File: config.mk
export PLATFORM = sky130hd
export DESIGN_NAME = timer_scheduler
export DESIGN_NICKNAME = d
export VERILOG_FILES = /design/src/rtl/timer_pkg.sv /design/src/rtl/timer_scheduler_rr_arbiter.sv /design/src/rtl/timer_scheduler.sv
export SDC_FILE = /design/constraint.sdc
export NUM_CORES = 1
export LEC_CHECK = 0
export BUFFER_PORTS_ARGS = -buffer_cell sky130_fd_sc_hd__buf_4
export CAP_MARGIN = 15
export CORE_MARGIN = 1
export CORE_UTILIZATION = 43
export CTS_CLUSTER_DIAMETER = 80
export DETAILED_ROUTE_END_ITERATION = 16
export GPL_TIMING_DRIVEN = 0
export PLACE_DENSITY = 0.77
export SLEW_MARGIN = 20
export SYNTH_ARGS = -nofsm -noshare
export SYNTH_HDL_FRONTEND = slang
export SYNTH_SLANG_ARGS = --single-unit
File: constraint.sdc
create_clock -name clk -period 3 [get_ports clk]
set_input_delay 0.15 -clock clk [delete_from_list [all_inputs] [get_ports clk]]
set_output_delay 0.15 -clock clk [all_outputs]
set_load 0.01 [all_outputs]
File: src/rtl/timer_pkg.sv
// Shared definitions for the timer scheduler: controller states, timer register
// map and the fixed delay width of the down-counter.
package timer_pkg;

  localparam int DW = 24;

  typedef enum logic [2:0] {
    S_IDLE  = 3'd0,
    S_LD2   = 3'd1,
    S_LD1   = 3'd2,
    S_LD0   = 3'd3,
    S_WAIT  = 3'd4,
    S_ABORT = 3'd5
  } state_t;

  localparam logic [1:0] TMR_B0   = 2'd0;
  localparam logic [1:0] TMR_B1   = 2'd1;
  localparam logic [1:0] TMR_B2   = 2'd2;
  localparam logic [1:0] TMR_STOP = 2'd3;

endpackage

File: src/rtl/timer_scheduler_rr_arbiter.sv
// Combinational round-robin arbiter: searches req starting just after the last
// winner and returns a one-hot winner plus a valid flag.
module rr_arbiter #(
  parameter int NREQ = 4,
  localparam int LW  = (NREQ > 1) ? $clog2(NREQ) : 1
) (
  input  logic [NREQ-1:0] req,
  input  logic [LW-1:0]   last,
  output logic [NREQ-1:0] winner,
  output logic            valid
);

  logic [LW-1:0] idx;

  always_comb begin
    winner = '0;
    valid  = 1'b0;
    idx    = '0;
    for (int k = 1; k <= NREQ; k++) begin
      idx = LW'((int'(last) + k) % NREQ);
      if (!valid && req[idx]) begin
        winner[idx] = 1'b1;
        valid       = 1'b1;
      end
    end
  end

endmodule

File: src/rtl/timer_scheduler.sv
// Shares the single 24-bit down-counter timer between NREQ requesters: arbitrates,
// writes the delay bytes over the timer bus, waits for expiry and pulses done.
module timer_scheduler
  import timer_pkg::*;
#(
  parameter int NREQ = 4,
  parameter int DW   = timer_pkg::DW,
  localparam int LW  = (NREQ > 1) ? $clog2(NREQ) : 1
) (
  input  logic             clk,
  input  logic             rst,
  input  logic [NREQ-1:0]  req,
  input  logic [NREQ*DW-1:0] delay,
  output logic [NREQ-1:0]  grant,
  output logic [NREQ-1:0]  done,
  output logic             busy,
  output logic             tmr_ce,
  output logic             tmr_wren,
  output logic [1:0]       tmr_addr,
  output logic [7:0]       tmr_wdata,
  input  logic             tmr_int,
  output state_t           state_dbg
);

  state_t          state_q, state_d;
  logic [DW-1:0]   dly_q, dly_d;
  logic [LW-1:0]   last_q, last_d;
  logic [NREQ-1:0] grant_d, done_d;
  logic            busy_d, ce_d, wren_d;
  logic [1:0]      addr_d;
  logic [7:0]      wdata_d;

  logic [NREQ-1:0] arb_winner;
  logic            arb_valid;
  logic [LW-1:0]   win_idx;
  logic [DW-1:0]   delay_sel;

  rr_arbiter #(.NREQ(NREQ)) u_arb (
    .req    (req),
    .last   (last_q),
    .winner (arb_winner),
    .valid  (arb_valid)
  );

  always_comb begin
    win_idx   = '0;
    delay_sel = '0;
    for (int i = 0; i < NREQ; i++) begin
      if (arb_winner[i]) begin
        win_idx   = LW'(i);
        delay_sel = delay[i*DW +: DW];
      end
    end
  end

  always_comb begin
    state_d = state_q;
    dly_d   = dly_q;
    last_d  = last_q;
    grant_d = grant;
    done_d  = '0;
    unique case (state_q)
      S_IDLE: begin
        if (arb_valid) begin
          state_d = S_LD2;
          dly_d   = delay_sel;
          grant_d = arb_winner;
          last_d  = win_idx;
        end
      end
      S_LD2: state_d = S_LD1;
      S_LD1: state_d = S_LD0;
      S_LD0: state_d = S_WAIT;
      S_WAIT: begin
        // Expiry wins over a simultaneous request drop.
        if (tmr_int) begin
          done_d  = grant;
          grant_d = '0;
          state_d = S_IDLE;
        end else if ((req & grant) == '0) begin
          grant_d = '0;
          state_d = S_ABORT;
        end
      end
      S_ABORT: state_d = S_IDLE;
      default: state_d = S_IDLE;
    endcase
  end

  // Bus outputs are decoded from the next state so they register alongside it.
  always_comb begin
    ce_d    = 1'b0;
    wren_d  = 1'b0;
    addr_d  = TMR_B0;
    wdata_d = 8'h00;
    busy_d  = (state_d != S_IDLE);
    unique case (state_d)
      S_LD2: begin
        ce_d = 1'b1; wren_d = 1'b1; addr_d = TMR_B2; wdata_d = dly_d[23:16];
      end
      S_LD1: begin
        ce_d = 1'b1; wren_d = 1'b1; addr_d = TMR_B1; wdata_d = dly_d[15:8];
      end
      S_LD0: begin
        ce_d = 1'b1; wren_d = 1'b1; addr_d = TMR_B0; wdata_d = dly_d[7:0];
      end
      S_ABORT: begin
        ce_d = 1'b1; wren_d = 1'b1; addr_d = TMR_STOP;
      end
      default: ;
    endcase
  end

  always_ff @(posedge clk or posedge rst) begin
    if (rst) begin
      state_q   <= S_IDLE;
      dly_q     <= '0;
      last_q    <= LW'(NREQ - 1);
      grant     <= '0;
      done      <= '0;
      busy      <= 1'b0;
      tmr_ce    <= 1'b0;
      tmr_wren  <= 1'b0;
      tmr_addr  <= 2'd0;
      tmr_wdata <= 8'h00;
    end else begin
      state_q   <= state_d;
      dly_q     <= dly_d;
      last_q    <= last_d;
      grant     <= grant_d;
      done      <= done_d;
      busy      <= busy_d;
      tmr_ce    <= ce_d;
      tmr_wren  <= wren_d;
      tmr_addr  <= addr_d;
      tmr_wdata <= wdata_d;
    end
  end

  assign state_dbg = state_q;

endmodule
==> results.ini, run 1 <==
[clocking]
cts_max_level=2
clockBufferDepth=2
clock_sinks=41
cts_tree=done
path_clk_slew_ns=0.07
clk-insertion-delay-late_ns=0.29
root_buffer=clkbuf_8
cts_buffers=5

[run]
cap_violations=0

[global_route]
grt_pass1_vias=3020
overflow=0
grt_max_degree=25
antenna_found_initial=0
grt_pass1_wl_mm=14.8
grtUsageTotal=0.268

[finish]
fin_area_um2=4250
n_antenna_cell=0
final_net_count=564
drive_gt1_frac=0.427
multi_input_area_um2=1790
regArea_um2=1030
area_delta_synth_final_pct=48.6
nFillCells=525

[die]
start_util=0.448
rows=29
core-area_um2=6390
fp.dieArea_um2=6980
die_h_um=83.6
die-width_um=83.6
top_level_ports=127

[setup_path]
crit_buf_inv=4
path_depth=12
crit_type=register to register
arrival_ns=3.19
startpoint_type=register
worst_r2r_path_depth=12
cp_max_fo=10
path_cells=buf_8, clkinvlp_4, ha_4, mux4_2, nand3b_1, a31oi_4, or2_1, buf_6, buf_8, a2111o_1, o22ai_2, o32ai_2
crit_path_frequent_cell=buf_8
critPathTopFamily=compound AO/OA/AOI/OAI gates
critPathMaxStageDelay_ns=0.56
end_kind=register
critPathRequiredTime_ns=3.16
rrSetupSlack_ns=-0.02
slowest_stage=dfstp_2

[timing]
rsz0062_at_grt=true
final.min_clock_period_ns=3.02
slew_viol_final=0
slew_headroom=0.393
layout_setup_ws_ns=-0.0228
fmax_mhz=331
worst_clock_skew_ns=0.00317
finalCritPeriodShare=1.01
holdWs_ns=0.0788
worst_pin_slew_ns=0.904
setup_viol=1
setup-tns-final_ns=-0.0228
hold_violations=0

[route]
drtIter0Drc=163
ant_nets=0
wl_mm=9.52
vias_per_cell=5.86
drcViolationCount=0
dr.pass1.iters=4
met2WireLength_mm=4.76
vias=3099
top_layer=met4
met1Wirelength_mm=3.95
wl_per_cell_um=18.0
wl_met3_um=597

[synth]
ys_async_sr_fraction=1.00
avgSynthCellArea_um2=9.26
yosys_register_bits=41
synthesis.nets=420
synthDistinctLibCells=52
ys_warn_count=0
synth_edf_count=0
synthCells=309
synth-seq-area-share=0.360
syn_area_um2=2860
synth_top_flop_cell=dfrtp_1

[place]
io_buffers=125
place.gp.congestion=0.912
place.detailed.hpwl_mm=7.07
dpl_cell_area_um2=3920

[power_and_ir_drop]
power_density_nw_per_um2=1260
peakVddDrop_uv=643
p_leak_nw=2.02

[outcome]
violations=setup timing
status=complete, but fails checks

[hold_path]
min_path_type=input port to register
hold_depth=2

metrics by stage:
| stage | util | worst slack (ns) | instances | power [mW] |
|---|---|---|---|---|
| after floorplan | - | 0.0891 | 309 | 3.39 |
| after global placement | 0.610 | -0.342 | 511 | 4.33 |
| after detailed placement | 0.614 | -0.402 | 512 | 4.40 |
| after CTS | 0.639 | -0.0199 | 523 | 4.89 |
| after global routing | 0.665 | -0.0917 | 529 | 5.71 |
| final | 0.665 | -0.0228 | 529 | 5.34 |
power by group:
part	switching, mW	leakage, nW	internal [mW]	total, mW
registers	0.136	0.496	0.822	0.957
logic	2.20	1.48	1.84	4.04
clock network	0.183	0.0399	0.153	0.336
total	2.52	2.02	2.82	5.34
layout by cell type, fill, tap and decap left out, types with 3 or more instances in the layout:
cell type	count
dfrtp_1	39
a221oi_1	6
buf_4	137
clkbuf_1	7
a211oi_4	3
mux4_2	3
o22ai_1	3
nand3b_1	4
o21ai_0	12
a21boi_0	14
inv_1	11
clkbuf_8	5
ha_1	7
a22oi_1	6
nor2_1	31
a22o_1	3
and2_1	5
o221ai_1	13
or2_2	4
o21ai_1	7
buf_6	3
a21oi_1	29
nand2_1	10
mux2i_1	3
a221oi_2	3
a21boi_1	6
buf_2	5
a2bb2oi_1	4
a21o_1	17
routing by layer:
metal | vias to the layer above | global-route usage
met3 | 20 | 0.0435
met1 | 1491 | 0.362
met5 | - | 0
met4 | 0 | 0.103
li1 | 1445 | -
met2 | 143 | 0.432
synthesized netlist by cell type, types with 2 or more instances:
library cell	number	area share
dfrtp_1	39	0.34
nor2_1	32	0.042
a21oi_1	29	0.051
a21boi_0	17	0.045
a21o_1	17	0.045
o21ai_0	14	0.024
o221ai_1	14	0.043
inv_1	13	0.017
clkbuf_1	11	0.014
nand2_1	11	0.014
a221oi_1	10	0.031
ha_1	8	0.035
a22oi_1	7	0.018
buf_2	7	0.012
a2bb2oi_1	6	0.018
and2_1	6	0.013
o21ai_1	6	0.010
nand3b_1	4	0.010
or2_2	4	0.0087
a21boi_1	3	0.0079
a22o_1	3	0.0092
buf_6	3	0.012
mux2i_1	3	0.010
mux4_2	3	0.024
nor3b_1	3	0.0079
o22ai_1	3	0.0066
a211oi_4	2	0.014
and3b_1	2	0.0061
dfstp_2	2	0.018
mux2_2	2	0.0079
nand2b_1	2	0.0044
o21a_1	2	0.0052
or3_1	2	0.0044
flip-flops by register name, summed over array words and instances (netlist names):
| signal | cells |
|---|---|
| dly_q | 16 |
| last_q | 2 |
| tmr_addr | 2 |
| tmr_wdata | 8 |
| state_dbg | 3 |
| tmr_wren | 1 |
| done | 4 |
| busy | 1 |
| grant | 4 |
worst register-to-register path, cell delays in order (launching register included):
cell and delay (ns):
dfstp_2 0.56, buf_8 0.12, clkinvlp_4 0.11, ha_4 0.32, mux4_2 0.36, nand3b_1 0.16
a31oi_4 0.12, or2_1 0.25, buf_6 0.15, buf_8 0.14, a2111o_1 0.31, o22ai_2 0.17
o32ai_2 0.12
path summary, 6_finish.rpt:
check | startpoint | to
max | last_q[0] | tmr_wdata[0]
min | tmr_int | state_dbg[2]
max reg2reg | last_q[0] | tmr_wdata[0]
min reg2reg | dly_q[0] | dly_q[0]
max in group asynchronous | rst | last_q[1]
min in group asynchronous | rst | tmr_wdata[3]
cell type report:
| type | instances | share of cell area |
|---|---|---|
| multi-input combinational | 233 | 0.420 |
| buffer | 22 | 0.0339 |
| clock inverter | 1 | 0.00118 |
| inverter | 13 | 0.0124 |
| clock buffer | 5 | 0.0162 |
| sequential | 41 | 0.242 |
| timing repair buffer | 137 | 0.251 |
| tap | 77 | 0.0227 |
logic make-up (layout without fill, tap and decap cells):
group | after synthesis | count (layout) | synth area share
mux | 8 | 8 | 0.0420
fa+ha+maj | 8 | 8 | 0.0350
compound gates | 146 | 146 | 0.382
simple gates | 71 | 71 | 0.123
buf+inv | 35 | 178 | 0.0582
flops | 41 | 41 | 0.360
what timing repair did:
item	in CTS	in global routing
buffers inserted	4	6
resized for setup	13	32
endpoints found under the hold margin	17	0
setup endpoints to repair	28	20
hold buffers	1	0
pin swaps	6	17
No activity file was read; power rests on OpenSTA's default activity.
==> run 2, diff against run 1 <==
--- a/config.mk
+++ b/config.mk
@@ -5,14 +5,15 @@
 export SDC_FILE = /design/constraint.sdc
 export NUM_CORES = 1
 export LEC_CHECK = 0
-export BUFFER_PORTS_ARGS = -buffer_cell sky130_fd_sc_hd__buf_4
 export CAP_MARGIN = 15
 export CORE_MARGIN = 1
-export CORE_UTILIZATION = 43
+export CORE_UTILIZATION = 57
 export CTS_CLUSTER_DIAMETER = 80
 export DETAILED_ROUTE_END_ITERATION = 16
+export DONT_BUFFER_PORTS = 1
+export GPL_ROUTABILITY_DRIVEN = 0
 export GPL_TIMING_DRIVEN = 0
-export PLACE_DENSITY = 0.77
+export PLACE_DENSITY = 0.75
 export SLEW_MARGIN = 20
 export SYNTH_ARGS = -nofsm -noshare
 export SYNTH_HDL_FRONTEND = slang
==> run 2 against run 1 <==
  * Setup slack gained 0.12 ns
  * Clock-buffer cell count grew 2
  * Routed wire length shrank 13%
  * Register-to-register slack gained 0.12 ns
  * Combinational power shrank 15%
  * Clock power grew 39%
  * Non-clock buffer count shrank 121
  * Critical path depth is the same
  * Maximum frequency grew 4.0%
  * The run now ends clean
  * Hold slack lost 0.034 ns
  * Core utilization grew 1.7 points
==> results.ini, run 2 (same netlist as run 1, synthesis figures left out) <==
[timing]
finalCritPeriodShare=0.968  ; -0.0391
slew_viol_final=0  ; unchanged
rsz0062_at_grt=false
setup_viol=0  ; -1
final.min_clock_period_ns=2.91  ; -0.117 ns
worst_pin_slew_ns=0.997  ; +0.0930 ns
fmax_mhz=344  ; +4.0%
hold_violations=0  ; unchanged
worst_clock_skew_ns=0.00730  ; +0.00412 ns
holdWs_ns=0.0449  ; -0.0339 ns
slew_headroom=0.330  ; -0.0625

[finish]
nFillCells=408  ; -22%
regMostFlops=dly_q
mostFrequentLayoutCells=dfrtp_1, nor2_1, a21oi_1
final_net_count=443  ; -21%
drive_gt1_frac=0.180  ; -0.247
n_antenna_cell=0  ; unchanged
final_common_cell=dfrtp_1
fin_area_um2=3260  ; -23%
area_delta_synth_final_pct=14.1
reg.largest.list=dly_q (16), tmr_wdata (8)
largest_reg_flops=16  ; unchanged
fin_util=0.682  ; +0.0167

[place]
io_buffers=0  ; -100%
dpl_cell_area_um2=2960  ; -24%
place.detailed.hpwl_mm=6.12  ; -13%

[setup_path]
critPathRequiredTime_ns=3.19  ; +0.03 ns
arrival_ns=3.09  ; -0.10 ns
rrSetupSlack_ns=0.09  ; +0.12 ns
crit_type=register to register
cp_max_fo=10  ; unchanged
end_kind=register
worst_r2r_path_depth=12  ; unchanged
startpoint_type=register
startpoint=last_q[0]
r2r-end=tmr_wdata[0]
cp-endpoint=tmr_wdata[0]
r2r-start=last_q[0]

[clocking]
cts_buffers=5  ; unchanged
cts_tree=done
clock_sinks=41  ; unchanged
clockBufferDepth=2  ; unchanged
root_buffer=clkbuf_8
path_clk_slew_ns=0.08  ; about the same
clk-insertion-delay-late_ns=0.30  ; about the same
cts_max_level=2  ; unchanged

[power_and_ir_drop]
peakVddDrop_uv=774  ; +20%
cellInternalPower_mw=2.59  ; -8.2%
pwr-share-comb=0.697  ; -0.061
p_sw_frac=0.473  ; +0.00166
p_total_mw=4.91  ; -7.9%
netSwitchingPower_mw=2.33  ; -7.6%
seq_power_share=0.208  ; +0.029
power_density_nw_per_um2=1510  ; +20%
p_leak_nw=1.40  ; -30%
p_clk_frac=0.095  ; +0.032

[global_route]
grt_pass1_vias=2491  ; -18%
grt_max_degree=25  ; unchanged
overflow=0  ; unchanged
antenna_found_initial=0  ; unchanged
grtUsageTotal=0.317  ; +0.0485
grt_pass1_wl_mm=12.6  ; -15%

[outcome]
status=finished, final reports clean

[route]
vias_per_cell=6.61  ; +13%
wl_per_cell_um=20.7  ; +15%
drtIter0Drc=200  ; +23%
wl_mm=8.29  ; -13%
dr.pass1.iters=4  ; unchanged
vias=2643  ; -15%
ant_nets=0  ; unchanged
drcViolationCount=0  ; unchanged

[hold_path]
min_path_type=input port to register

[die]
die_h_um=72.8  ; -13%
fp.dieArea_um2=5300  ; -24%
top_level_ports=127  ; unchanged
core-area_um2=4790  ; -25%
die-width_um=72.8  ; -13%
rows=25  ; -14%
start_util=0.598  ; +0.150

[run]
cap_violations=0  ; unchanged

## run 2: routing by layer
metal | track usage | share of wire
met5 | 0 | 0
met4 | 0.107 | 0.024
met3 | 0.0552 | 0.083
met1 | 0.424 | 0.41
met2 | 0.521 | 0.48
## run 2: final cells by class
class	count	area (um^2)	share of cell area
inverter	13	52.6	0.0161
buffer	22	134	0.0410
clock inverter	1	30.0	0.00920
sequential	41	1030	0.315
multi-input combinational	233	1710	0.524
clock buffer	7	86.3	0.0264
timing repair buffer	16	138	0.0422
tap	67	83.8	0.0257
## run 2: worst max-delay path, stage by stage, from the launching register on
cell and delay (ns):
dfstp_2 0.55, buf_6 0.11, clkinvlp_4 0.10, ha_4 0.30, mux4_2 0.34, nand3b_1 0.16
a31oi_4 0.11, or2_1 0.23, buf_6 0.15, buf_6 0.15, a221oi_1 0.32, o22ai_2 0.13
o32ai_2 0.16
## run 2: worst min path at each step
stage	slack (ns)	endpoint	from	cells past startpoint
after global placement	0.27	state_dbg[2]	tmr_int	1
after CTS	0.04	tmr_wdata[5]	delay[21]	2
after floorplan	0.25	state_dbg[2]	tmr_int	1
after detailed placement	0.04	tmr_wdata[5]	rst	1
after global routing	0.05	tmr_wdata[1]	delay[17]	2
final	0.04	tmr_wdata[5]	delay[21]	2
## run 2: power groups by stage
stage	clock [mW]	sequential, mW	combinational [mW]
after global placement	0	1.05	2.97
after global routing	0.495	1.05	3.72
after CTS	0.469	1.02	3.24
after floorplan	0	1.00	2.39
after detailed placement	0	1.05	3.06
final	0.468	1.02	3.42
## run 2: what timing repair did
action | in CTS | in global routing
hold buffers | 2 | 0
endpoints found under the setup margin | 24 | 17
pin swaps | 2 | 10
endpoints found under the hold margin | 18 | 0
setup buffers | 7 | 6
gates resized for setup | 10 | 9
## run 2: through the flow
step	setup slack (ns)	instances	TNS [ns]
floorplan	0.0891	309	0
global placement	-0.294	376	-2.42
detailed placement	-0.333	377	-3.51
CTS	0.0447	394	0
global route	0.00459	400	0
finish	0.0946	400	0
==> run 3, diff against run 2 <==
--- a/config.mk
+++ b/config.mk
@@ -12,8 +12,7 @@
 export DETAILED_ROUTE_END_ITERATION = 16
 export DONT_BUFFER_PORTS = 1
 export GPL_ROUTABILITY_DRIVEN = 0
-export GPL_TIMING_DRIVEN = 0
-export PLACE_DENSITY = 0.75
+export PLACE_DENSITY_LB_ADDON = 0.05
 export SLEW_MARGIN = 20
 export SYNTH_ARGS = -nofsm -noshare
 export SYNTH_HDL_FRONTEND = slang
==> run 3 against run 2 <==
  * Clock power fell by 26%
  * Core utilization shrank 2.7 points
  * Register-to-register slack improved by 0.06 ns
  * Sequential share of layout area up 1.3 points
  * Clock skew hardly changed
  * Die area did not move
  * Setup slack better by 0.057 ns
  * Maximum frequency up 2.0%
  * Clock-buffer cell count down 1
  * Global-route usage fell by 1.0 points
  * Hold slack better by 0.0031 ns
==> results.ini, run 3 (same netlist as run 1, synthesis figures left out) <==
[finish]
final_common_cell=dfrtp_1
final_net_count=430  ; -2.9%
reg.largest.list=dly_q (16), tmr_wdata (8)
final_cells=387  ; -3.3%
fin_area_um2=3140  ; -3.9%
fin_util=0.655  ; -0.0267
drive_gt1_frac=0.172  ; -0.00831
largest_reg_flops=16  ; unchanged
regMostFlops=dly_q
mostFrequentLayoutCells=dfrtp_1, nor2_1, a21oi_1
area_delta_synth_final_pct=9.67
n_antenna_cell=0  ; unchanged

[outcome]
status=finished, final reports clean

[global_route]
overflow=0  ; unchanged
grt_max_degree=27  ; +8.0%
antenna_found_initial=0  ; unchanged
grt_pass1_vias=2413  ; -3.1%
grtUsageTotal=0.307  ; -0.0104
grt_pass1_wl_mm=12.2  ; -3.5%

[timing]
slew_viol_final=0  ; unchanged
slew_headroom=0.389  ; +0.0585
rsz0062_at_grt=false
setup-tns-final_ns=0  ; unchanged
holdWs_ns=0.0480  ; +0.00309 ns
finalCritPeriodShare=0.949  ; -0.0190
worst_pin_slew_ns=0.915  ; -0.0811 ns
fmax_mhz=351  ; +2.0%
hold_violations=0  ; unchanged
setup_viol=0  ; unchanged
worst_clock_skew_ns=0.00685  ; -0.000450 ns
final.min_clock_period_ns=2.85  ; -0.0571 ns

[clocking]
clk-insertion-delay-late_ns=0.29  ; about the same
path_clk_slew_ns=0.08  ; about the same
root_buffer=clkbuf_8
cts_max_level=2  ; unchanged
clock_sinks=41  ; unchanged
clockBufferDepth=2  ; unchanged
cts_tree=done
cts_buffers=5  ; unchanged

[die]
die-width_um=72.8  ; unchanged
start_util=0.598  ; unchanged
core-area_um2=4790  ; unchanged
die_h_um=72.8  ; unchanged
rows=25  ; unchanged
fp.dieArea_um2=5300  ; unchanged
top_level_ports=127  ; unchanged

[run]
cap_violations=0  ; unchanged

[power_and_ir_drop]
power_density_nw_per_um2=1470  ; -2.2%
p_leak_nw=1.35  ; -3.5%
peakVddDrop_uv=738  ; -4.7%

[setup_path]
crit_type=register to register
crit_buf_inv=3  ; -1
critPathMaxStageDelay_ns=0.59  ; +0.04 ns
arrival_ns=3.03  ; -0.06 ns
slowest_stage=mux4_2
crit_path_frequent_cell=buf_4
end_kind=register
cp_max_fo=12  ; +2
critPathRequiredTime_ns=3.18  ; about the same
rrSetupSlack_ns=0.15  ; +0.06 ns
r2r-end=dly_q[0]
path_cells=buf_6, mux4_2, nand3b_1, a31oi_2, buf_4, or2_4, a211oi_4, buf_4, a221o_1, o22a_1
r2r-start=last_q[0]
worst_r2r_path_depth=10  ; -2
startpoint_type=register
critPathTopFamily=compound AO/OA/AOI/OAI gates

[route]
dr.pass1.iters=4  ; unchanged
drtIter0Drc=170  ; -15%
wl_per_cell_um=20.8  ; +0.45%
vias_per_cell=6.58  ; -0.47%
wl_mm=8.05  ; -2.8%
vias=2545  ; -3.7%
drcViolationCount=0  ; unchanged
ant_nets=0  ; unchanged

[place]
io_buffers=0  ; unchanged
dpl_cell_area_um2=2980  ; +0.68%
place.detailed.hpwl_mm=6.11  ; -0.18%
dp.cells=375  ; -0.53%

[hold_path]
min_from=delay[17]
min_to=tmr_wdata[1]
hold_depth=2  ; unchanged
min_path_type=input port to register

[run 3: changes by cell type in the layout (fill, tap and decap cells not counted), moves of 2 or more]
| cell | change |
|---|---|
| a221oi_1 | -2 |
| buf_2 | -5 |
| clkbuf_1 | -9 |
| buf_6 | -3 |
| inv_1 | +2 |
| buf_4 | +8 |
| clkbuf_4 | -3 |
| clkinv_2 | +2 |
| a221oi_2 | +2 |
[run 3: power breakdown]
| group | total, mW | internal [mW] | switching [mW] | leakage (nW) |
|---|---|---|---|---|
| Clock | 0.347 | 0.161 | 0.185 | 0.0450 |
| Sequential | 1.04 | 0.822 | 0.220 | 0.496 |
| Combinational | 3.23 | 1.43 | 1.80 | 0.812 |
| Total | 4.62 | 2.41 | 2.21 | 1.35 |
[run 3: cell type report]
class	instances	area [um^2]
Multi-Input combinational cell	233	1700
Fill cell	420	1650
Sequential cell	41	1030
Timing Repair Buffer	25	196
Tap cell	67	83.8
Clock buffer	6	72.6
Inverter	13	48.8
Clock inverter	2	10.0
[run 3: worst max-delay path by stage]
stage | from | end | cells after the start
3_3_place_gp | last_q[0] | tmr_wdata[0] | 9
4_1_cts | last_q[0] | dly_q[0] | 8
3_5_place_dp | last_q[0] | tmr_wdata[0] | 9
6_report | last_q[0] | dly_q[0] | 10
5_1_grt | last_q[0] | tmr_wdata[6] | 8
2_1_floorplan | last_q[0] | tmr_wdata[0] | 12
[run 3: per-layer routing]
layer,GRT usage,up-vias,wire length [um]
li1,-,1181,-
met3,0.0635,15,814
met2,0.509,148,3980
met5,0,-,0
met4,0.102,0,129
met1,0.400,1201,3130
[run 3: repair_timing]
action | 4_1_cts | 5_1_grt
setup buffers | 0 | 2
endpoints found under the hold margin | 24 | 0
hold buffers | 2 | 0
gates resized for setup | 1 | 6
pin swaps | 0 | 3
setup endpoints to repair | 1 | 10
[run 3: through the flow]
| step | power, mW | setup WS, ns |
|---|---|---|
| after floorplan | 3.39 | 0.0891 |
| after global placement | 4.07 | 0.0244 |
| after detailed placement | 4.14 | -0.111 |
| after CTS | 4.50 | 0.0495 |
| after global routing | 4.98 | 0.0177 |
| final | 4.62 | 0.152 |
